--- src/rtl/duc_fs4.sv ---
// fs/4 digital up-converter: 4x polyphase interpolation of complex baseband
// followed by an fs/4 mix to one real IF sample per clk.
module duc_fs4 #(
    parameter int width = 12,
    parameter int SHIFT = 7
) (
    input  logic                    clk,
    input  logic                    rst,
    input  logic signed [width-1:0] BaseBand_I,
    input  logic signed [width-1:0] BaseBand_Q,
    input  logic                    in_valid,
    output logic                    in_ready,
    output logic signed [width-1:0] IF_Signal,
    output logic                    if_valid,
    output logic                    underflow
);

    localparam int ACC_W  = width + 10;
    localparam int COEF_W = 8;
    localparam int TAPS   = 4;

    typedef logic signed [COEF_W-1:0] coef_t;
    typedef logic signed [width-1:0]  sample_t;
    typedef logic signed [ACC_W-1:0]  acc_t;

    // Symmetric low-pass prototype; index = phase + 4*tap.
    localparam coef_t H [16] = '{
        -8'sd4,  -8'sd9,   -8'sd8,   8'sd8,
         8'sd40,  8'sd80,   8'sd112, 8'sd127,
         8'sd127, 8'sd112,  8'sd80,  8'sd40,
         8'sd8,  -8'sd8,   -8'sd9,  -8'sd4
    };

    localparam acc_t SAT_HI = (acc_t'(1) <<< (width - 1)) - acc_t'(1);
    localparam acc_t SAT_LO = ~SAT_HI;

    logic [1:0] ph;
    sample_t    xi [TAPS];
    sample_t    xq [TAPS];
    logic       primed;

    acc_t       term [TAPS];
    acc_t       acc;
    acc_t       mixed;
    acc_t       shifted;
    sample_t    sat_out;

    assign in_ready = (ph == 2'd3);

    // Even phases filter I, odd phases filter Q; each phase uses its own
    // coefficient subset h[ph + 4*j] against the four most recent samples.
    always_comb begin
        for (int j = 0; j < TAPS; j++) begin
            term[j] = (ph[0] ? acc_t'(xq[j]) : acc_t'(xi[j])) * acc_t'(H[{2'(j), ph}]);
        end
    end

    always_comb begin
        // NOTE: every combinational output gets a value on every path so no latch is inferred.
        acc     = '0;
        mixed   = '0;
        shifted = '0;
        sat_out = '0;

        for (int j = 0; j < TAPS; j++) begin
            acc = acc + term[j];
        end

        // fs/4 carrier: cos = +1,0,-1,0 on I and -sin = 0,-1,0,+1 on Q.
        mixed   = (ph[0] ^ ph[1]) ? -acc : acc;
        shifted = mixed >>> SHIFT;

        if (shifted > SAT_HI) begin
            sat_out = SAT_HI[width-1:0];
        end else if (shifted < SAT_LO) begin
            sat_out = SAT_LO[width-1:0];
        end else begin
            sat_out = shifted[width-1:0];
        end
    end

    always_ff @(posedge clk) begin
        if (!rst) begin
            ph        <= '0;
            // NOTE: the history is a handful of registers that must start clean after reset, so it is cleared explicitly rather than left to power-up state.
            xi        <= '{default: '0};
            xq        <= '{default: '0};
            primed    <= 1'b0;
            IF_Signal <= '0;
            if_valid  <= 1'b0;
            underflow <= 1'b0;
        end else begin
            // NOTE: all state here uses non-blocking assignments so every register samples pre-edge values.
            ph        <= ph + 2'd1;
            IF_Signal <= sat_out;
            if_valid  <= primed;
            underflow <= in_ready && !in_valid;

            if (in_ready) begin
                xi[0] <= in_valid ? BaseBand_I : '0;
                xq[0] <= in_valid ? BaseBand_Q : '0;
                for (int j = 1; j < TAPS; j++) begin
                    xi[j] <= xi[j-1];
                    xq[j] <= xq[j-1];
                end
                if (in_valid) begin
                    primed <= 1'b1;
                end
            end
        end
    end

endmodule

--- config.mk ---
export PLATFORM = sky130hd
export DESIGN_NAME = duc_fs4
export DESIGN_NICKNAME = d
export VERILOG_FILES = /design/src/rtl/duc_fs4.sv
export SDC_FILE = /design/constraint.sdc
export NUM_CORES = 1
export LEC_CHECK = 0
export CAP_MARGIN = 25
export CELL_PAD_IN_SITES_DETAIL_PLACEMENT = 1
export CELL_PAD_IN_SITES_GLOBAL_PLACEMENT = 1
export CORE_MARGIN = 2
export CORE_UTILIZATION = 56
export CTS_CLUSTER_SIZE = 25
export DETAILED_ROUTE_END_ITERATION = 10
export PLACE_DENSITY = 0.91
export SKIP_CTS_REPAIR_TIMING = 1
export SYNTH_ARGS = -nofsm -noshare
export SYNTH_HDL_FRONTEND = slang
export SYNTH_SLANG_ARGS = --single-unit
--- constraint.sdc ---
create_clock -name clk -period 30.1 [get_ports clk]
set_clock_uncertainty 0.2 [all_clocks]
set_input_delay 6.02 -clock clk [delete_from_list [all_inputs] [get_ports clk]]
set_output_delay 6.02 -clock clk [all_outputs]
set_load 0.005 [all_outputs]
==> results.yml, run 1 <==
finish:
  nets: 2399
  fin_cells: 2301
  final_layout_size_suffix_gt1_share_pct: 8.02
  area_growth_pct: 8.22
  final_util_pct: 61.2
sta:
  fin_crit_ns: 11.79
  hold_violations: 0
  fmax_mhz: 84.8
  fin_setup_tns_ns: 0
  setup_viol: 0
  fin_crit_sh_pct: 39.2
  slew_headroom_pct: 24.7
  whs_ns: 0.293
  tightest_slew_ns: 1.10
  grt_setup_unrepaired: "false"
  final-max-slew-violation-count: 0
drt:
  ant_nets: 0
  avgRoutedWirePerCell_um: 29.5
  first_pass_iters: 6
  routed.top_layer: "met5"
  wl_met3_mm: 4.48
  avgViaCountPerCell: 6.10
  wl_met2_mm: 33.5
  drc: 0
  dr_total_vias: 14043
  wl_mm: 67.9
  drtIter0Drc: 1028
  wl_met1_mm: 21.4
critical_path:
  crit_top_cell: "fa_1"
  slowest_delay_ns: 0.67
  critPathCaptureType: "register"
  crit_required_ns: 30.20
  cp-start-kind: "register"
  path_class: "reg2reg"
  worst-endpoint-arrival_ns: 11.89
  slowest_stage: "fa_1"
  worstPathMaxFanout: 38
synthesis:
  syn-num-nets: 2385
  synth-seq-cells: 113
  syn_inst: 1831
  synth_area_leader_cell: "fa_1"
  ys_types: 57
  yosysWarnings: 0
  synth_top_flop_cell: "dfxtp_1"
  seq_area_frac_synth_pct: 12.4
  avgSynthCellArea_um2: 9.99
  synth_commonest_cells: "inv_1, fa_1, ha_1"
  yosysMostFrequentCell: "inv_1"
  synthTopCellsByArea: "fa_1, dfxtp_1, ha_1, inv_1, mux2i_1"
  synth_edf_count: 0
  async_reset_ff_share_pct: 0
  synth_area_um2: 18300
  synth_top_area_share_pct: 41.4
power:
  total_power_uw: 1020
  power_density_nw_per_um2: 51.7
  ir_worst_vdd_uv: 45.0
  p_leak_uw: 0.00996
place:
  dp_cells: 2261
  gp_congestion: 0.872
  portBuffers: 41
  place_hpwl_mm: 46.4
floorplan:
  die-area_um2: 34100
  die_h_um: 185
  num_io_pins: 42
  rows: 66
  initial_core_util_pct: 56.5
  die_w_um: 185
  core_um2: 32400
cts:
  cts.reportedPaths.clkPinSlew_ns: 0.07
  root_buffer: "clkbuf_16"
  cts_tree: "built"
  numCtsBuffers: 17
  clockBufferDepth: 2
  clock-sinks: 113
  cts_max_level: 4
  clock_latency_ns: 0.49
grt:
  grt_max_degree: 82
  grt_pass1_vias: 16676
  grt_first_pass_wirelength_mm: 101
  overflow: 0
  antenna_found_initial: 1
  grt.total_usage_pct: 41.4
worst_hold_path:
  worstHoldPathType: "reg2reg"
job:
  maxCapViolCount: 0
outcome:
  status: "finished, final reports clean"
==> report_power, final <==
part	internal [µW]	total [µW]	leakage [µW]	switching [µW]
combinational	236	619	0.00874	383
sequential	161	165	0.000915	4.16
clock	142	240	0.000304	98.1
total	539	1020	0.00996	485
==> final cells by class <==
type | count | area, µm²
well taps | 442 | 553
clock buffers | 18 | 439
repair buffers | 59 | 564
multi-input cells | 1176 | 14000
fillers | 3519 | 12600
diodes | 1 | 2.50
flip-flops and latches | 113 | 2270
inverters | 478 | 1790
clock inverters | 14 | 201
==> path summary, 6_finish.rpt <==
| path | start | endpoint | slack (ns) | depth (start not counted) |
|---|---|---|---|---|
| max reg2reg | ph[0] | IF_Signal[5] | 18.31 | 28 |
| max | ph[0] | IF_Signal[5] | 18.31 | 28 |
| min reg2reg | primed | if_valid | 0.29 | 1 |
| min | primed | if_valid | 0.29 | 1 |
==> stage by stage <==
stage,cell area (µm²),setup slack [ns]
after floorplan,18300,20.28
after global placement,19100,19.34
after detailed placement,19100,18.46
after CTS,19700,18.16
after global routing,19800,18.05
final,19800,18.31
==> sequential cells by signal, indices dropped and copies added (netlist names) <==
| name | count |
|---|---|
| xi | 48 |
| ph | 2 |
| underflow | 1 |
| if_valid | 1 |
| IF_Signal | 12 |
| primed | 1 |
| xq | 48 |
==> kinds of logic after synthesis <==
group | after synthesis | share of synthesized area (%)
AO/OA/AOI/OAI | 107 | 4.81
XOR/XNOR | 41 | 1.96
adder cells (fa/ha/maj) | 527 | 51.5
buffers and inverters | 542 | 11.3
flip-flops | 113 | 12.4
multiplexers | 124 | 6.84
AND/OR/NAND/NOR | 377 | 11.2
==> per-layer routing <==
| metal | GRT usage, % | vias to the layer above |
|---|---|---|
| met5 | 0.296 | - |
| met4 | 41.3 | 2 |
| met3 | 9.85 | 480 |
| met2 | 70.1 | 865 |
| met1 | 40.9 | 7168 |
| li1 | - | 5528 |
==> layout by cell type, fill, tap and decap left out, types with 4 or more instances in the layout <==
| cell type | netlist | final |
|---|---|---|
| o211ai_1 | 5 | 5 |
| o21ai_0 | 10 | 9 |
| mux2_2 | 8 | 8 |
| clkdlybuf4s50_1 | 0 | 40 |
| dfxtp_1 | 113 | 112 |
| inv_1 | 478 | 478 |
| buf_4 | 0 | 16 |
| a21oi_1 | 14 | 14 |
| nand3_1 | 9 | 9 |
| xor2_1 | 20 | 20 |
| mux2i_1 | 116 | 116 |
| bufinv_16 | 0 | 4 |
| clkbuf_16 | 0 | 17 |
| inv_6 | 0 | 4 |
| or2_2 | 68 | 68 |
| and2_1 | 16 | 16 |
| fa_1 | 378 | 378 |
| a22o_1 | 24 | 24 |
| nand2b_1 | 32 | 32 |
| o31ai_2 | 10 | 10 |
| a211oi_1 | 7 | 7 |
| nor3_1 | 7 | 7 |
| nand4_1 | 7 | 7 |
| ha_1 | 149 | 148 |
| xnor2_1 | 21 | 21 |
| nand2_1 | 49 | 49 |
| nor2b_1 | 91 | 91 |
| a21o_1 | 12 | 12 |
| nor2_1 | 81 | 81 |
==> worst max-delay path: cells and delay by family (launching register included) <==
kind	cells	cell delay (ns)
AND/OR/NAND/NOR	5	1.92
flip-flops	1	0.59
adder cells (fa/ha/maj)	10	5.40
AO/OA/AOI/OAI	5	1.29
buffers and inverters	8	2.13
(Power assumes the default switching activity.)
==> run 2: changes to the inputs <==
--- a/config.mk
+++ b/config.mk
@@ -9,10 +9,10 @@
 export CELL_PAD_IN_SITES_DETAIL_PLACEMENT = 1
 export CELL_PAD_IN_SITES_GLOBAL_PLACEMENT = 1
 export CORE_MARGIN = 2
-export CORE_UTILIZATION = 56
+export CORE_UTILIZATION = 47
 export CTS_CLUSTER_SIZE = 25
 export DETAILED_ROUTE_END_ITERATION = 10
-export PLACE_DENSITY = 0.91
+export PLACE_DENSITY = 0.81
 export SKIP_CTS_REPAIR_TIMING = 1
 export SYNTH_ARGS = -nofsm -noshare
 export SYNTH_HDL_FRONTEND = slang
==> constraint.sdc (replaced) <==
create_clock -name clk -period 10.22 [get_ports clk]
set_clock_uncertainty 0.2 [all_clocks]
set_input_delay 2.044 -clock clk [delete_from_list [all_inputs] [get_ports clk]]
set_output_delay 2.044 -clock clk [all_outputs]
set_load 0.005 [all_outputs]
==> results.yml, run 2 (same netlist as run 1, synthesis figures left out) <==
sta:
  fmax_mhz: 102
  final-max-slew-violation-count: 0
  fin_setup_tns_ns: 0
  slew_headroom_pct: 28.8
  fin_ws_ns: 0.392
  tightest_slew_ns: 1.07
  fin_crit_ns: 9.83
  hold_violations: 0
  grt_setup_unrepaired: "false"
  fin_crit_sh_pct: 96.2
  setup_viol: 0
outcome:
  status: "finished, final reports clean"
power:
  power_density_nw_per_um2: 139
  p_leak_uw: 0.00996
  ir_worst_vdd_uv: 105
critical_path:
  crit_buf_inv: 7
  slowest_stage: "fa_1"
  slowest_delay_ns: 0.63
  r2r_cells: 27
  regToRegSetupSlack_ns: 0.39
  crit_start: "ph[1]"
  path_class: "reg2reg"
  reg2reg_from: "ph[1]"
  crit_family: "adder cells"
  crit_required_ns: 10.31
  critPathCaptureType: "register"
  crit_top_cell: "fa_1"
  worstPathMaxFanout: 13
  cp-start-kind: "register"
  worst-endpoint-arrival_ns: 9.92
  r2r-end: "IF_Signal[0]"
drt:
  wl_met1_mm: 18.8
  wl_met3_mm: 1.22
  wl_mm: 47.4
  drc: 0
  wl_met2_mm: 25.0
  dr_total_vias: 12283
  routed.top_layer: "met4"
  avgRoutedWirePerCell_um: 19.9
  drtIter0Drc: 502
  first_pass_iters: 5
  ant_nets: 0
  avgViaCountPerCell: 5.16
finish:
  antenna_cells: 0
  final_common_cell: "inv_1"
  nets: 2404
  fin_cells: 2381
  largestRegisters: "xi x48, xq x48, IF_Signal x12"
  area_growth_pct: 8.61
  fillCellCount: 4324
  final_layout_size_suffix_gt1_share_pct: 8.32
  layout_common_cells: "inv_1, fa_1, ha_1"
grt:
  grt_first_pass_wirelength_mm: 77.8
  overflow: 0
  grt_pass1_vias: 14497
  grt.total_usage_pct: 24.7
  grt_max_degree: 82
  antenna_found_initial: 0
place:
  place_hpwl_mm: 39.4
  portBuffers: 41
  gp_congestion: 0.888
  post-place-ws_ns: 0.323
  dp_cells: 2349
floorplan:
  die_h_um: 201
  rows: 72
  initial_core_util_pct: 47.5
  num_io_pins: 42
  die-area_um2: 40500
  core_um2: 38600
  die_w_um: 201
job:
  maxCapViolCount: 0
cts:
  cts.reportedPaths.clkPinSlew_ns: 0.07
  clock-sinks: 113
  numCtsBuffers: 17
  cts_max_level: 4
  clock_latency_ns: 0.45
  clockBufferDepth: 2
  cts_tree: "built"
  root_buffer: "clkbuf_16"
worst_hold_path:
  holdPathEnd: "if_valid"
  hold_depth: 1
  worstHoldPathType: "reg2reg"
  hold_start: "primed"
[run 2: cell types whose count changed in the layout (fill, tap and decap cells not counted), moves of 2 or more]
cell,delta
clkinv_2,+3
bufinv_16,-2
inv_6,-3
ha_2,+2
buf_4,+6
ha_1,-2
[run 2: through the flow]
stage	utilization, %	hold WS (ns)	total power [µW]	instance area (µm²)
final	51.6	0.261	2760	19900
after detailed placement	50.0	0.245	2150	19300
after floorplan	-	0.220	1770	18300
after global routing	51.6	0.290	2970	19900
after global placement	50.0	0.236	2090	19300
after CTS	51.5	0.264	2780	19900
[run 2: worst max path at each step]
stage | endpoint | slack [ns] | depth (start not counted)
after floorplan | IF_Signal[0] | 0.40 | 31
after CTS | IF_Signal[8] | 0.27 | 27
after global routing | IF_Signal[8] | 0.07 | 27
after global placement | IF_Signal[10] | 0.56 | 27
final | IF_Signal[0] | 0.39 | 27
after detailed placement | IF_Signal[10] | 0.32 | 27
[run 2: area by class of cell]
type	count	area, µm²	area share, %
clock buffer	20	457	2.30
clock inverter	12	133	0.667
inverter	478	1790	9.03
multi-input combinational	1176	14000	70.4
sequential	113	2270	11.4
tap	518	648	3.26
timing repair buffer	64	591	2.97
[run 2: report_power, final]
part           internal [µW]  total, µW  switching, µW  leakage [µW]
sequential               474        485           10.9      0.000915
clock                    372        615            243      0.000282
combinational            677       1660            982       0.00876
[run 2: routing by layer]
layer  vias to the layer above  track usage [%]
met5                         -                0
met4                         0             11.9
met3                        95             2.80
met2                       224             44.0
met1                      6434             29.8
li1                       5530                -
